$ cat src/rtl/uart_fifo_core.sv
// uart_fifo_core: buffered UART transmitter plus 16x-oversampled receiver sharing one
// programmable tick divider. Frame format (parity, stop bits) is latched at each frame start.
module uart_fifo_core #(
    parameter int unsigned DATA_WIDTH = 8,
    parameter int unsigned FIFO_DEPTH = 4
) (
    input  logic                  clk,
    input  logic                  rst,
    input  logic [15:0]           baud_div,
    input  logic                  parity_en,
    input  logic                  odd_r_even_parity,
    input  logic                  stop2,
    input  logic [DATA_WIDTH-1:0] tx_data,
    input  logic                  tx_valid,
    output logic                  tx_ready,
    output logic                  tx,
    output logic                  busy,
    input  logic                  rx,
    output logic [DATA_WIDTH-1:0] rx_data,
    output logic                  rx_valid,
    output logic                  parity_error,
    output logic                  framing_error
);
    localparam int unsigned PtrW = $clog2(FIFO_DEPTH);
    localparam int unsigned BitW = $clog2(DATA_WIDTH);
    localparam logic [BitW-1:0] LastBit = BitW'(DATA_WIDTH - 1);
    localparam logic [BitW-1:0] BitOne = BitW'(1);
    localparam logic [PtrW:0] PtrOne = (PtrW + 1)'(1);

    typedef enum logic [2:0] {TxIdle, TxStart, TxData, TxParity, TxStop} tx_state_e;
    typedef enum logic [2:0] {RxIdle, RxStart, RxData, RxParity, RxStop} rx_state_e;

    logic [15:0] div_cnt_q, div_cnt_d;
    logic        tick;

    logic [DATA_WIDTH-1:0] fifo_mem_q [FIFO_DEPTH];
    logic [PtrW:0]         wr_ptr_q, wr_ptr_d, rd_ptr_q, rd_ptr_d;
    logic                  fifo_empty, fifo_full, fifo_wr, fifo_rd;
    logic [DATA_WIDTH-1:0] fifo_rd_data;

    tx_state_e             tx_state_q, tx_state_d;
    logic [3:0]            tx_tick_q, tx_tick_d;
    logic [BitW-1:0]       tx_bit_q, tx_bit_d;
    logic [DATA_WIDTH-1:0] tx_shift_q, tx_shift_d;
    logic                  tx_par_q, tx_par_d, tx_par_en_q, tx_par_en_d, tx_stop2_q, tx_stop2_d;
    logic                  tx_tick_end, tx_load;

    logic                  rx_s1_q, rx_s2_q, rx_s3_q;
    logic                  rx_fall;
    rx_state_e             rx_state_q, rx_state_d;
    logic [3:0]            rx_tick_q, rx_tick_d;
    logic [BitW-1:0]       rx_bit_q, rx_bit_d;
    logic [DATA_WIDTH-1:0] rx_shift_q, rx_shift_d, rx_data_q, rx_data_d;
    logic                  rx_par_en_q, rx_par_en_d, rx_odd_q, rx_odd_d, rx_perr_q, rx_perr_d;
    logic                  rx_valid_q, rx_valid_d, perr_q, perr_d, ferr_q, ferr_d;
    logic                  rx_tick_end;

    // Tick divider and TX FIFO bookkeeping.
    always_comb begin
        tick         = (div_cnt_q >= baud_div);
        div_cnt_d    = tick ? 16'd0 : div_cnt_q + 16'd1;
        fifo_empty   = (wr_ptr_q == rd_ptr_q);
        fifo_full    = (wr_ptr_q[PtrW] != rd_ptr_q[PtrW]) &&
                       (wr_ptr_q[PtrW-1:0] == rd_ptr_q[PtrW-1:0]);
        fifo_wr      = tx_valid && !fifo_full;
        fifo_rd_data = fifo_mem_q[rd_ptr_q[PtrW-1:0]];
        wr_ptr_d     = fifo_wr ? wr_ptr_q + PtrOne : wr_ptr_q;
        rd_ptr_d     = fifo_rd ? rd_ptr_q + PtrOne : rd_ptr_q;
        tx_ready     = !fifo_full;
        busy         = !fifo_empty || (tx_state_q != TxIdle);
    end

    // TX next state: every state spans 16 ticks; STOP reloads directly when more data waits.
    always_comb begin
        tx_state_d  = tx_state_q;
        tx_tick_d   = tx_tick_q;
        tx_bit_d    = tx_bit_q;
        tx_shift_d  = tx_shift_q;
        tx_par_d    = tx_par_q;
        tx_par_en_d = tx_par_en_q;
        tx_stop2_d  = tx_stop2_q;
        tx_load     = 1'b0;
        fifo_rd     = 1'b0;
        tx_tick_end = tick && (tx_tick_q == 4'd15);
        if (tick && (tx_state_q != TxIdle)) tx_tick_d = tx_tick_q + 4'd1;
        unique case (tx_state_q)
            TxIdle:  tx_load = tick && !fifo_empty;
            TxStart: if (tx_tick_end) begin
                tx_state_d = TxData;
                tx_bit_d   = '0;
            end
            TxData: if (tx_tick_end) begin
                tx_shift_d = tx_shift_q >> 1;
                tx_bit_d   = tx_bit_q + BitOne;
                if (tx_bit_q == LastBit) begin
                    tx_state_d = tx_par_en_q ? TxParity : TxStop;
                    tx_bit_d   = '0;
                end
            end
            TxParity: if (tx_tick_end) tx_state_d = TxStop;
            TxStop: if (tx_tick_end) begin
                // tx_bit_q doubles as the stop-bit index
                if (tx_stop2_q && (tx_bit_q == '0)) tx_bit_d = BitOne;
                else if (!fifo_empty) tx_load = 1'b1;
                else tx_state_d = TxIdle;
            end
            default: tx_state_d = TxIdle;
        endcase
        if (tx_load) begin
            fifo_rd     = 1'b1;
            tx_state_d  = TxStart;
            tx_tick_d   = '0;
            tx_bit_d    = '0;
            tx_shift_d  = fifo_rd_data;
            tx_par_d    = ^fifo_rd_data ^ odd_r_even_parity;
            tx_par_en_d = parity_en;
            tx_stop2_d  = stop2;
        end
    end

    // Serial output decoded from TX state.
    always_comb begin
        tx = 1'b1;
        unique case (tx_state_q)
            TxStart:  tx = 1'b0;
            TxData:   tx = tx_shift_q[0];
            TxParity: tx = tx_par_q;
            default:  tx = 1'b1;
        endcase
    end

    // RX next state: START checks mid-bit after 8 ticks, later samples every 16 ticks.
    always_comb begin
        rx_fall     = rx_s3_q && !rx_s2_q;
        rx_state_d  = rx_state_q;
        rx_tick_d   = rx_tick_q;
        rx_bit_d    = rx_bit_q;
        rx_shift_d  = rx_shift_q;
        rx_par_en_d = rx_par_en_q;
        rx_odd_d    = rx_odd_q;
        rx_perr_d   = rx_perr_q;
        rx_data_d   = rx_data_q;
        rx_valid_d  = 1'b0;
        perr_d      = perr_q;
        ferr_d      = ferr_q;
        rx_tick_end = tick && (rx_tick_q == 4'd15);
        if (tick && (rx_state_q != RxIdle)) rx_tick_d = rx_tick_q + 4'd1;
        unique case (rx_state_q)
            RxIdle: if (rx_fall) begin
                rx_state_d  = RxStart;
                rx_tick_d   = '0;
                rx_perr_d   = 1'b0;
                rx_par_en_d = parity_en;
                rx_odd_d    = odd_r_even_parity;
            end
            RxStart: if (tick && (rx_tick_q == 4'd7)) begin
                if (rx_s2_q) begin
                    rx_state_d = RxIdle;
                end else begin
                    rx_state_d = RxData;
                    rx_tick_d  = '0;
                    rx_bit_d   = '0;
                end
            end
            RxData: if (rx_tick_end) begin
                rx_shift_d = {rx_s2_q, rx_shift_q[DATA_WIDTH-1:1]};
                rx_bit_d   = rx_bit_q + BitOne;
                if (rx_bit_q == LastBit) rx_state_d = rx_par_en_q ? RxParity : RxStop;
            end
            RxParity: if (rx_tick_end) begin
                rx_perr_d  = ((^rx_shift_q) ^ rx_s2_q) != rx_odd_q;
                rx_state_d = RxStop;
            end
            RxStop: if (rx_tick_end) begin
                rx_valid_d = 1'b1;
                rx_data_d  = rx_shift_q;
                perr_d     = rx_perr_q;
                ferr_d     = !rx_s2_q;
                rx_state_d = RxIdle;
            end
            default: rx_state_d = RxIdle;
        endcase
        rx_data       = rx_data_q;
        rx_valid      = rx_valid_q;
        parity_error  = perr_q;
        framing_error = ferr_q;
    end

    // FIFO storage needs no reset; the pointers define what is valid.
    always_ff @(posedge clk) begin
        if (fifo_wr) fifo_mem_q[wr_ptr_q[PtrW-1:0]] <= tx_data;
    end

    // Control and datapath registers with synchronous reset.
    always_ff @(posedge clk) begin
        if (rst) begin
            div_cnt_q   <= '0;
            wr_ptr_q    <= '0;
            rd_ptr_q    <= '0;
            tx_state_q  <= TxIdle;
            tx_tick_q   <= '0;
            tx_bit_q    <= '0;
            tx_shift_q  <= '0;
            tx_par_q    <= 1'b0;
            tx_par_en_q <= 1'b0;
            tx_stop2_q  <= 1'b0;
            rx_s1_q     <= 1'b1;
            rx_s2_q     <= 1'b1;
            rx_s3_q     <= 1'b1;
            rx_state_q  <= RxIdle;
            rx_tick_q   <= '0;
            rx_bit_q    <= '0;
            rx_shift_q  <= '0;
            rx_par_en_q <= 1'b0;
            rx_odd_q    <= 1'b0;
            rx_perr_q   <= 1'b0;
            rx_data_q   <= '0;
            rx_valid_q  <= 1'b0;
            perr_q      <= 1'b0;
            ferr_q      <= 1'b0;
        end else begin
            div_cnt_q   <= div_cnt_d;
            wr_ptr_q    <= wr_ptr_d;
            rd_ptr_q    <= rd_ptr_d;
            tx_state_q  <= tx_state_d;
            tx_tick_q   <= tx_tick_d;
            tx_bit_q    <= tx_bit_d;
            tx_shift_q  <= tx_shift_d;
            tx_par_q    <= tx_par_d;
            tx_par_en_q <= tx_par_en_d;
            tx_stop2_q  <= tx_stop2_d;
            rx_s1_q     <= rx;
            rx_s2_q     <= rx_s1_q;
            rx_s3_q     <= rx_s2_q;
            rx_state_q  <= rx_state_d;
            rx_tick_q   <= rx_tick_d;
            rx_bit_q    <= rx_bit_d;
            rx_shift_q  <= rx_shift_d;
            rx_par_en_q <= rx_par_en_d;
            rx_odd_q    <= rx_odd_d;
            rx_perr_q   <= rx_perr_d;
            rx_data_q   <= rx_data_d;
            rx_valid_q  <= rx_valid_d;
            perr_q      <= perr_d;
            ferr_q      <= ferr_d;
        end
    end
endmodule
$ cat config.mk
export PLATFORM = sky130hd
export DESIGN_NAME = uart_fifo_core
export DESIGN_NICKNAME = d
export VERILOG_FILES = /design/src/rtl/uart_fifo_core.sv
export SDC_FILE = /design/constraint.sdc
export NUM_CORES = 1
export LEC_CHECK = 0
export CORE_MARGIN = 2
export CORE_UTILIZATION = 62
export CTS_CLUSTER_DIAMETER = 100
export CTS_CLUSTER_SIZE = 24
export DETAILED_ROUTE_END_ITERATION = 8
export GPL_TIMING_DRIVEN = 0
export PLACE_DENSITY = 0.85
export SLEW_MARGIN = 10
export SYNTH_ARGS = -nofsm -noshare
export SYNTH_HDL_FRONTEND = slang
export SYNTH_SLANG_ARGS = --single-unit
$ cat constraint.sdc
create_clock -name clk -period 5.7 [get_ports clk]
set_input_delay 1.14 -clock clk [delete_from_list [all_inputs] [get_ports clk]]
set_output_delay 1.14 -clock clk [all_outputs]
set_load 0.05 [all_outputs]
Word level (Yosys, flattened, before mapping)
Memories as Yosys holds them, arrays and structs flattened. A register that Yosys moved wholly into a read port is not among the register bits.
Cells that the tools add are included.
- register bits after elaboration: 78
- latch bits: 0
- RAM bits: 32
- ROM bits: 0
- input bits: 31
- output and inout port bits: 14
- memories: 1
- memories (memory ; depth ; width ; rd ports ; clocked after Yosys merged registers in ; write ports ; line ; RTL):
    fifo_mem_q ; 4 ; 8 ; 1 ; 1 ; 1 ; 36 ; logic [DATA_WIDTH-1:0] fifo_mem_q [FIFO_DEPTH];
- add/sub/neg operators: 7
- multiply operators: 0
- divide/modulo/power cells: 0
- order comparisons: 1
- equal/unequal tests: 40
- shift-type cells: 0
- muxes and demuxes: 51
- bitwise operators: 4
- reductions and logical operators: 39
- operator list (operator ; count):
    $mux W3 ; 23
    $ne A2 B2 Y1 const B ; 16
    $pmux W3 S5 ; 2
    $mux W8 ; 3
    $ne A3 B3 Y1 const B ; 7
    $add A16 B1 Y16 const B ; 1
    $ge A16 B16 Y1 ; 1
    $mux W4 ; 4
    $reduce_and A8 Y1 ; 2
    $reduce_xor A8 Y1 ; 2
    $add A3 B1 Y3 const B ; 4
    $eq A3 B2 Y1 const B ; 4
    $eq A3 B3 Y1 const B ; 4
    $logic_and A1 B1 Y1 ; 10
    $mux W1 ; 10
    $logic_not A3 Y1 ; 3
    $pmux W3 S3 ; 1
    $reduce_bool A3 Y1 ; 3
    $add A4 B1 Y4 const B ; 2
    $eq A4 B4 Y1 const B ; 2
    $pmux W4 S2 ; 1
    $reduce_and A2 Y1 ; 4
    $reduce_bool A2 Y1 ; 4
    $eq A3 B1 Y1 const B ; 2
    other kinds (17) ; 27

Longest topological paths before layout
Gate-level depths: netlist of run 1.
- word-level depth: 8
- depth in mapped cells: 11
- mapped depth without buffers: 9

Worst setup path after synthesis of run 1
No wires, ideal clock.
- kind: in2reg
- start: input port baud_div[15]
- end: register tx_shift_q[4]
- library setup time: 0.136 ns
- arrival: 3.363 ns
- required time: 5.564 ns
- setup slack: 2.201 ns
- stages on the path: 11
- path buffers: 2
- cell sequence: inv_1 > ha_1 > nand2_1 > nor4_2 > or4b_1 > and3_1 > buf_6 > nor3_4 > buf_8 > mux2i_1 > a211oi_2
- cells in the longest elaborated chain, start to end: 6
- elaborated cells between the ends (all ways): 9
- those cells by class: 1 x order compare; 3 x mux; 5 x reduce/logical
- RTL lines (element ; line ; RTL):
    start, declared ; 9 ; input logic [15:0] baud_div,
    $ge A16 B16 Y1 (*) ; 60 ; tick = (div_cnt_q >= baud_div);
    $logic_and A1 B1 Y1 ; 84 ; tx_tick_end = tick && (tx_tick_q == 4'd15);
    $mux W1 ; 101 ; TxStop: if (tx_tick_end) begin
    $pmux W1 S2 ; 86 ; unique case (tx_state_q)
    $reduce_bool A2 Y1 (no source line) ; n/a ;
    $reduce_and A2 Y1 (no source line) ; n/a ;
    end signal, assigned ; 228 ; tx_shift_q <= tx_shift_d;
    end, declared ; 44 ; logic [DATA_WIDTH-1:0] tx_shift_q, tx_shift_d;
Mark *: on every way between the ends. The rest lies on a longest branch, timed or not.
A chain may end at the register's enable or synchronous reset.

Final worst setup path of run 1
- start: input port baud_div[15]
- end: register tx_shift_q[5]
The elaborated chain is that of the path after synthesis.

==> results of run 1 <==
==> cells in the mapped netlist (2+ instances only) <==
library cell | n | area, um2
edfxtp_1 | 32 | 961
ha_1 | 29 | 363
nand2_1 | 24 | 90.1
clkbuf_1 | 14 | 52.6
nor2_1 | 77 | 289
or2_2 | 4 | 25.0
buf_2 | 6 | 30.0
o21ai_0 | 9 | 45.0
a31oi_1 | 4 | 25.0
mux4_2 | 8 | 180
nand2b_1 | 9 | 56.3
nand3b_1 | 3 | 22.5
nor3b_1 | 4 | 30.0
nand4_1 | 2 | 12.5
o31ai_1 | 2 | 15.0
nand3_1 | 16 | 80.1
mux2i_1 | 34 | 340
nor3_1 | 10 | 50.1
xnor2_1 | 31 | 272
xor2_1 | 13 | 114
dfxtp_1 | 80 | 1600
inv_1 | 26 | 97.6
and3_1 | 10 | 62.6
a211oi_1 | 9 | 67.6
a21oi_1 | 22 | 110
or4b_1 | 3 | 30.0
a211oi_2 | 3 | 37.5
nor2b_1 | 5 | 31.3
a21o_1 | 2 | 15.0
==> per-layer routing <==
layer	GRT usage [%]	up-vias	wire, um
li1	-	1885	-
met1	29.6	1817	4460
met2	39.0	74	4980
met3	4.97	13	398
met4	6.34	0	113
met5	0	-	0
==> registers in the layout (all words and copies together) (netlist names), 3 cells and up, named ones only <==
| signal | flops |
|---|---|
| tx_shift_q | 8 |
| tx_state_q | 3 |
| rx_data | 8 |
| wr_ptr_q | 3 |
| rx_state_q | 3 |
| rx_tick_q | 4 |
| tx_bit_q | 3 |
| fifo_mem_q | 32 |
| tx_tick_q | 4 |
| rx_bit_q | 3 |
| div_cnt_q | 16 |
| rx_shift_q | 8 |
| rd_ptr_q | 3 |
==> worst max-delay path: stages <==
cell and delay, ns:
clkdlybuf4s50_1 0.45, inv_1 0.05, ha_1 0.30, nand2_1 0.09, nor4_2 0.31, or4b_1 0.49
and3_1 0.21, buf_6 0.14, nor3_4 0.36, buf_8 0.21, mux2i_1 0.24, a211oi_2 0.09
==> metrics by stage <==
step	instance area (um2)	total power, mW	hold slack [ns]
final	6070	1.43	0.430
after global routing	6070	1.49	0.467
after CTS	6070	1.44	0.435
after detailed placement	5870	0.987	0.411
after global placement	5870	0.980	0.403
after floorplan	5310	0.938	0.389
==> worst max path at each step <==
stage | startpoint | end
3_3_place_gp | baud_div[15] | tx_shift_q[6]$_SDFFE_PP0P_
6_report | baud_div[15] | tx_shift_q[5]$_SDFFE_PP0P_
4_1_cts | baud_div[15] | tx_shift_q[5]$_SDFFE_PP0P_
2_1_floorplan | baud_div[15] | tx_shift_q[4]$_SDFFE_PP0P_
3_5_place_dp | baud_div[15] | tx_shift_q[4]$_SDFFE_PP0P_
5_1_grt | baud_div[15] | rx_data[4]$_SDFFE_PP0P_
==> layout make-up <==
class	instances	area, um2
Sequential cell	112	2560
Multi-Input combinational cell	351	2530
Fill cell	604	2180
Timing Repair Buffer	43	430
Tap cell	105	131
Clock buffer	9	124
Buffer	24	120
Inverter	26	97.6
Clock inverter	7	77.6
==> cell families (layout without fill, tap and decap cells) <==
logic type                 count (synthesis)  in the layout  share of synthesized area, %
and+or+nand+nor                          179            179                          16.8
DFF                                      112            112                          48.2
AOI/OAI and AO/OA                         56             56                          6.76
buffers and inverters                     50            109                          4.10
xor gates and xnor gates                  44             44                          7.26
muxes                                     43             43                          10.0
adders and majority gates                 29             29                          6.83
==> where the power goes <==
| part | switching (mW) | total, mW | internal (mW) |
|---|---|---|---|
| registers | 0.0101 | 0.846 | 0.836 |
| clock network | 0.290 | 0.465 | 0.175 |
| logic | 0.0651 | 0.122 | 0.0573 |
==> impl_metrics.ini, run 1 <==
[clocking]
postCtsResizedCells = 0
postCtsSetupBuffers = 0
clk_latency_ns = 0.37
clkSinkCount = 112
htree_levels = 3
cts_hold_buf = 0
clock_path_buffers = 2
tritoncts = done
cts_buffers = 9
clk_pin_slew_ns = 0.11
cts_root_buf = clkbuf_8

[floorplan]
die_area_um2 = 9320
io_pins = 45
rows = 33
fp.dieH_um = 96.6
core-area_um2 = 8260
start_util_pct = 64.3
die_w_um = 96.6

[yosys]
yosysWarningCount = 0
synth_nets = 573
ys_types = 51
yosys_register_bits = 112
synth-edff-count = 32
synth_flop_cell = dfxtp_1
synth_cells = 513
synth-seq-area-share_pct = 48.2
synth_area_um2 = 5310
synth.avg_cell_area_um2 = 10.4
async_flop_share_pct = 0

[global_routing]
globalRouteOverflowTotal = 0
grt_max_degree = 23
antenna_found_initial = 0
grt_pass1_vias = 3610
grt_use_total_pct = 22.9
grt_pass1_wl_mm = 16.5

[worst_setup_path]
required_ns = 5.93
reg2reg_to = tx_shift_q[5]$_SDFFE_PP0P_
cp-start-kind = primary input
cp-end-kind = flop
ff2ff_path_depth = 10
critical_path_arrival_ns = 4.10
crit_type = primary input to flop
r2r_slack_ns = 2.76
r2r-start = div_cnt_q[15]$_SDFF_PP0_
path_max_fanout = 10

[final_layout]
syn_to_final_growth_pct = 14.4
utilization_pct = 73.6
layout.nets = 627
antennaDiodeCount = 0
mostFrequentLayoutCells = dfxtp_1 (80), nor2_1 (77), clkdlybuf4s50_1 (43)
final_cells = 677
layout-drive-gt1-share_pct = 8.22
final_common_cell = dfxtp_1

[run]
drv_cap = 0

[timing]
tightest_slew_ns = 0.848
rsz0062_at_grt = false
finalCritPeriodShare_pct = 67.9
setup_violations = 0
max_freq_mhz = 258
slew_viol_final = 0
slew_headroom_pct = 43.0
layout_setup_ws_ns = 1.83
period_minus_slack_ns = 3.87
skew_ns = 0.0125
finalHoldViolations = 0
finalSetupTns_ns = 0

[route]
drt_iter0_drc = 122
routedWlPerCell_um = 14.7
vias = 3789
via_per_inst = 5.60
drc_errors = 0
dr.pass1.iters = 4
routed_wirelength_mm = 9.96
postRouteAntennaNets = 0

[hold_path]
hold_path.class = flop to flop
min_path_cells = 1
hold_path_end = rx_s2_q$_SDFF_PP1_
worstHoldStart = rx_s1_q$_SDFF_PP1_

[placement]
place_hpwl_mm = 7.38
placed_cells = 661
port_buffers = 43
dp_slack_ns = 1.45
gp_congestion = 0.950

[power]
powerDensity_nw_per_um2 = 236
leakage_nw = 2.20
ir_worst_vdd_v = 0.000162

[status]
status = completed
Power figures use the tool's default switching activity.
==> run 2, diff against run 1 <==
--- a/config.mk
+++ b/config.mk
@@ -6,12 +6,12 @@
 export NUM_CORES = 1
 export LEC_CHECK = 0
 export CORE_MARGIN = 2
-export CORE_UTILIZATION = 62
+export CORE_UTILIZATION = 52
 export CTS_CLUSTER_DIAMETER = 100
 export CTS_CLUSTER_SIZE = 24
 export DETAILED_ROUTE_END_ITERATION = 8
 export GPL_TIMING_DRIVEN = 0
-export PLACE_DENSITY = 0.85
+export PLACE_DENSITY = 0.76
 export SLEW_MARGIN = 10
 export SYNTH_ARGS = -nofsm -noshare
 export SYNTH_HDL_FRONTEND = slang
==> constraint.sdc (replaced) <==
create_clock -name clk -period 3.47 [get_ports clk]
set_input_delay 0.694 -clock clk [delete_from_list [all_inputs] [get_ports clk]]
set_output_delay 0.694 -clock clk [all_outputs]
set_load 0.05 [all_outputs]
==> run 2 against run 1 <==
  * Flip-flop and latch count unchanged
  * Sequential power increased by 64%
  * Cell count increased by 4.1%
  * Total power up 67%
  * Combinational power grew 66%
  * Sequential share of layout area shrank 0.61 points
  * Global-route usage fell by 3.4 points
  * First-iteration DRC count fell by 27%
  * Worst hold slack worse by 0.015 ns
  * Critical path type unchanged
  * Largest cell class is now multi-input combinational cells
  * Highest routed layer unchanged
==> impl_metrics.ini, run 2 (synthesized netlist as in run 1, its figures left out) <==
[timing]
finalCritPeriodShare_pct = 96.5
setup_violations = 0
period_minus_slack_ns = 3.35
slew_viol_final = 0
slew_headroom_pct = 45.3
skew_ns = 0.0145
max_freq_mhz = 299
layout_setup_ws_ns = 0.120
tightest_slew_ns = 0.814
finalHoldViolations = 0

[placement]
dp_slack_ns = -0.428
port_buffers = 43
gp_congestion = 0.832
place_hpwl_mm = 7.30
placed_cells = 689

[route]
dr.pass1.iters = 4
wl_met3_um = 374
drt_iter0_drc = 89
via_per_inst = 5.33
met1_length_mm = 4.62
wl_met2_mm = 4.98
postRouteAntennaNets = 0
routed_wirelength_mm = 10.2
routedWlPerCell_um = 14.4
vias = 3760
top_layer = met4
drc_errors = 0

[clocking]
cts_root_buf = clkbuf_8
cts_hold_buf = 0
htree_levels = 3
cts_buffers = 9
clk_pin_slew_ns = 0.11
clkSinkCount = 112
clock_path_buffers = 2
tritoncts = done
clk_latency_ns = 0.37

[floorplan]
start_util_pct = 53.8
fp.dieH_um = 105
die_area_um2 = 11000
io_pins = 45
core-area_um2 = 9860
rows = 36
die_w_um = 105

[hold_path]
min_path_cells = 1
worstHoldStart = rx_s1_q$_SDFF_PP1_
hold_path.class = flop to flop

[run]
drv_cap = 0

[worst_setup_path]
crit_start = baud_div[9]
cp_top_family = simple AND/OR/NAND/NOR gates
required_ns = 3.78
path_cells = clkdlybuf4s50_1 > inv_1 > ha_1 > nand2_1 > nor4_4 > or4b_4 > and3_1 > buf_6 > nand2b_1 > or4b_4 > a21oi_2
ff2ff_path_depth = 9
critical_path_arrival_ns = 3.66
crit_path_frequent_cell = or4b_4
worst-path-stages = 11
crit_buf_inv = 3
crit_type = primary input to flop
cp-start-kind = primary input
path_max_fanout = 10
max_stage_delay_ns = 0.54
critPathSlowestCell = or4b_4
cp-end-kind = flop
r2r-start = div_cnt_q[9]$_SDFF_PP0_

[global_routing]
grt_pass1_wl_mm = 17.3
grt_use_total_pct = 19.5
antenna_found_initial = 0
grt_pass1_vias = 3731
globalRouteOverflowTotal = 0
grt_max_degree = 21

[final_layout]
layout.nets = 627
largest_reg_flops = 32
mostFrequentLayoutCells = dfxtp_1 (80), nor2_1 (77), clkdlybuf4s50_1 (43)
final_common_cell = dfxtp_1
utilization_pct = 62.5
final_cells = 705
syn_to_final_growth_pct = 16.0
layout-drive-gt1-share_pct = 9.27
antennaDiodeCount = 0

[power]
leakage_nw = 2.21
ir_worst_vdd_v = 0.000235
powerDensity_nw_per_um2 = 389
power_mw = 2.39

[status]
status = completed
-- run 2: per-layer routing --
layer | GRT usage, % | vias up
met5 | 0 | -
met4 | 6.67 | 0
met3 | 4.49 | 15
met2 | 32.3 | 73
met1 | 25.1 | 1780
li1 | - | 1892
-- run 2: worst reg2reg max path, cell delays in order, from the launching register on --
cell and delay, ns:
dfxtp_1 0.35, ha_1 0.30, nand2_1 0.09, nor4_4 0.32
or4b_4 0.53, and3_1 0.22, buf_6 0.15, nand2b_1 0.20
or4b_4 0.54, a21oi_2 0.14
-- run 2: area by class of cell --
| cell class | instances | area [um2] |
|---|---|---|
| fill | 804 | 3700 |
| multi-input combinational | 351 | 2580 |
| sequential | 112 | 2560 |
| timing repair buffer | 44 | 438 |
| tap | 133 | 166 |
| clock buffer | 10 | 128 |
| buffer | 23 | 119 |
| inverter | 26 | 97.6 |
| clock inverter | 6 | 72.6 |
-- run 2: power by group --
group / total (mW) / internal, mW / switching [mW]
Clock: 0.805 / 0.347 / 0.458
Combinational: 0.202 / 0.0937 / 0.108
Sequential: 1.39 / 1.37 / 0.0157
Total: 2.39 / 1.81 / 0.582
-- run 2: path summary, 6_finish.rpt --
check | to | slack (ns)
setup / recovery | tx_bit_q[1]$_SDFFE_PP0P_ | 0.12
hold / removal | rx_s2_q$_SDFF_PP1_ | 0.42
setup reg to reg | tx_bit_q[1]$_SDFFE_PP0P_ | 0.57
hold reg to reg | rx_s2_q$_SDFF_PP1_ | 0.42
-- run 2: per-stage QoR --
step                hold WS, ns  TNS (ns)  cell area (um2)
finish                    0.415         0             6160
global route              0.446   -0.0304             6160
CTS                       0.418  -0.00479             6110
detailed placement        0.402    -19.09             5910
global placement          0.402    -15.07             5910
floorplan                 0.389         0             5310
-- run 2: repair_timing --
item	4_1_cts	5_1_grt
resized for setup	0	12
buffers inserted	0	1
setup endpoints to repair	3	56
pin swaps	1	2
==> run 3, diff against run 2 <==
--- a/config.mk
+++ b/config.mk
@@ -6,12 +6,12 @@
 export NUM_CORES = 1
 export LEC_CHECK = 0
 export CORE_MARGIN = 2
-export CORE_UTILIZATION = 52
+export CORE_UTILIZATION = 58
 export CTS_CLUSTER_DIAMETER = 100
 export CTS_CLUSTER_SIZE = 24
 export DETAILED_ROUTE_END_ITERATION = 8
 export GPL_TIMING_DRIVEN = 0
-export PLACE_DENSITY = 0.76
+export PLACE_DENSITY = 0.78
 export SLEW_MARGIN = 10
 export SYNTH_ARGS = -nofsm -noshare
 export SYNTH_HDL_FRONTEND = slang
==> constraint.sdc (replaced) <==
create_clock -name clk -period 3.8 [get_ports clk]
set_input_delay 0.76 -clock clk [delete_from_list [all_inputs] [get_ports clk]]
set_output_delay 0.76 -clock clk [all_outputs]
set_load 0.05 [all_outputs]
==> run 3 against run 2 <==
  * Sequential share of layout area is 0.61 points higher
  * Via count fell by 0.40%
  * Cell count fell by 3.5%
  * Count of clock-buffer cells in the layout shrank 1
  * Non-clock buffer count stayed put
  * Critical endpoint is now rx_data[4]$_SDFFE_PP0P_
  * Global-route usage rose by 1.6 points
  * Flip-flop and latch count unchanged
  * Worst hold slack improved by 0.021 ns
  * Total power shrank 9.9%
  * Register-to-register slack better by 0.23 ns
  * Routed wire length down 2.0%
  * Clock skew increased by 0.0048 ns
==> impl_metrics.ini, run 3 (synthesized netlist as in run 1, its figures left out) <==
[status]
status = completed

[timing]
finalCritPeriodShare_pct = 92.9
layout_setup_ws_ns = 0.268
tightest_slew_ns = 0.833
slew_viol_final = 0
slew_headroom_pct = 44.1
finalHoldViolations = 0
setup_violations = 0
skew_ns = 0.0193
max_freq_mhz = 283
period_minus_slack_ns = 3.53
rsz0062_at_grt = false

[route]
vias = 3745
via_per_inst = 5.51
dr.pass1.iters = 4
routedWlPerCell_um = 14.6
postRouteAntennaNets = 0
drc_errors = 0
routed_wirelength_mm = 9.95
drt_iter0_drc = 151

[global_routing]
grt_use_total_pct = 21.1
globalRouteOverflowTotal = 0
grt_pass1_wl_mm = 16.9
antenna_found_initial = 0
grt_max_degree = 23
grt_pass1_vias = 3690

[clocking]
clk_pin_slew_ns = 0.11
cts_root_buf = clkbuf_8
clock_path_buffers = 2
clkSinkCount = 112
cts_hold_buf = 0
htree_levels = 3
tritoncts = done
cts_buffers = 9
clk_latency_ns = 0.39
postCtsResizedCells = 0
postCtsSetupBuffers = 0

[floorplan]
io_pins = 45
core-area_um2 = 8810
die_w_um = 99.7
die_area_um2 = 9940
start_util_pct = 60.3
fp.dieH_um = 99.7
rows = 34

[placement]
place_hpwl_mm = 7.35
gp_congestion = 0.887
dp_slack_ns = -0.123
port_buffers = 43

[worst_setup_path]
cp-start-kind = primary input
cp-endpoint = rx_data[4]$_SDFFE_PP0P_
cp-end-kind = flop
r2r-start = div_cnt_q[15]$_SDFF_PP0_
cp_top_family = simple AND/OR/NAND/NOR gates
path_cells = clkdlybuf4s50_1 > inv_1 > ha_1 > nand2_1 > nor4_2 > or4b_1 > a31oi_1 > and3_1 > buf_2 > buf_4 > mux2i_1 > nor2_1
max_stage_delay_ns = 0.49
reg2reg_to = rx_data[4]$_SDFFE_PP0P_
crit_start = baud_div[15]
critPathSlowestCell = or4b_1
critical_path_arrival_ns = 3.79
ff2ff_path_depth = 10
required_ns = 4.06
crit_buf_inv = 4
crit_type = primary input to flop
path_max_fanout = 10
r2r_slack_ns = 0.80
worst-path-stages = 12

[final_layout]
antennaDiodeCount = 0
syn_to_final_growth_pct = 14.4
layout.nets = 627
largest_reg_flops = 32
utilization_pct = 69.0
fill_cells = 680
layout-drive-gt1-share_pct = 8.22
mostFrequentLayoutCells = dfxtp_1 (80), nor2_1 (77), clkdlybuf4s50_1 (43)
final_common_cell = dfxtp_1

[run]
drv_cap = 0

[power]
switching_share_pct = 25.8
power.internal_mw = 1.60
ir_worst_vdd_v = 0.000201
pwr-share-comb_pct = 8.5
clockPowerShare_pct = 32.7
leakage_nw = 2.20
power.switching_uw = 557
seq_power_share_pct = 58.8
powerDensity_nw_per_um2 = 355

[hold_path]
hold_path.class = flop to flop
[run 3: area by class of cell]
type | instances | area (um2) | share of cell area, %
Timing Repair Buffer | 43 | 430 | 7.09
Buffer | 24 | 120 | 1.98
Clock inverter | 7 | 73.8 | 1.22
Clock buffer | 9 | 124 | 2.04
Sequential cell | 112 | 2560 | 42.2
Inverter | 26 | 97.6 | 1.61
Tap cell | 108 | 135 | 2.22
Multi-Input combinational cell | 351 | 2530 | 41.7
[run 3: worst min path at each step]
stage                                   from                 end  slack [ns]  cells after the start
after floorplan           rx_s1_q$_SDFF_PP1_  rx_s2_q$_SDFF_PP1_        0.39                      1
after global placement    rx_s1_q$_SDFF_PP1_  rx_s2_q$_SDFF_PP1_        0.40                      1
after detailed placement  rx_s1_q$_SDFF_PP1_  rx_s2_q$_SDFF_PP1_        0.40                      1
after CTS                 rx_s1_q$_SDFF_PP1_  rx_s2_q$_SDFF_PP1_        0.43                      1
after global routing      rx_s1_q$_SDFF_PP1_  rx_s2_q$_SDFF_PP1_        0.45                      1
final                     rx_s1_q$_SDFF_PP1_  rx_s2_q$_SDFF_PP1_        0.44                      1
[run 3: power by group through the flow]
| stage | Sequential (mW) | Combinational (mW) | Clock (mW) |
|---|---|---|---|
| 3_3_place_gp | 1.29 | 0.178 | 0 |
| 5_1_grt | 1.27 | 0.203 | 0.772 |
| 6_report | 1.27 | 0.183 | 0.705 |
| 3_5_place_dp | 1.30 | 0.184 | 0 |
| 4_1_cts | 1.27 | 0.185 | 0.718 |
| 2_1_floorplan | 1.29 | 0.117 | 0 |
[run 3: through the flow]
step           hold slack [ns]  cells  area, um2  setup TNS [ns]  power [mW]
2_1_floorplan            0.389    513       5310               0        1.41
3_3_place_gp             0.401    664       5880         -0.0190        1.47
3_5_place_dp             0.398    664       5880          -0.935        1.48
4_1_cts                  0.434    680       6070               0        2.17
5_1_grt                  0.451    680       6070               0        2.25
6_report                 0.436    680       6070               0        2.16
[run 3: routing by layer]
layer  global-route usage (%)  vias up  share of wire [%]
met2                     36.1       74                 49
met5                        0        -                  0
met3                     5.06       11                4.0
met1                     27.3     1774                 46
met4                     5.06        0                1.1
li1                         -     1886                  -
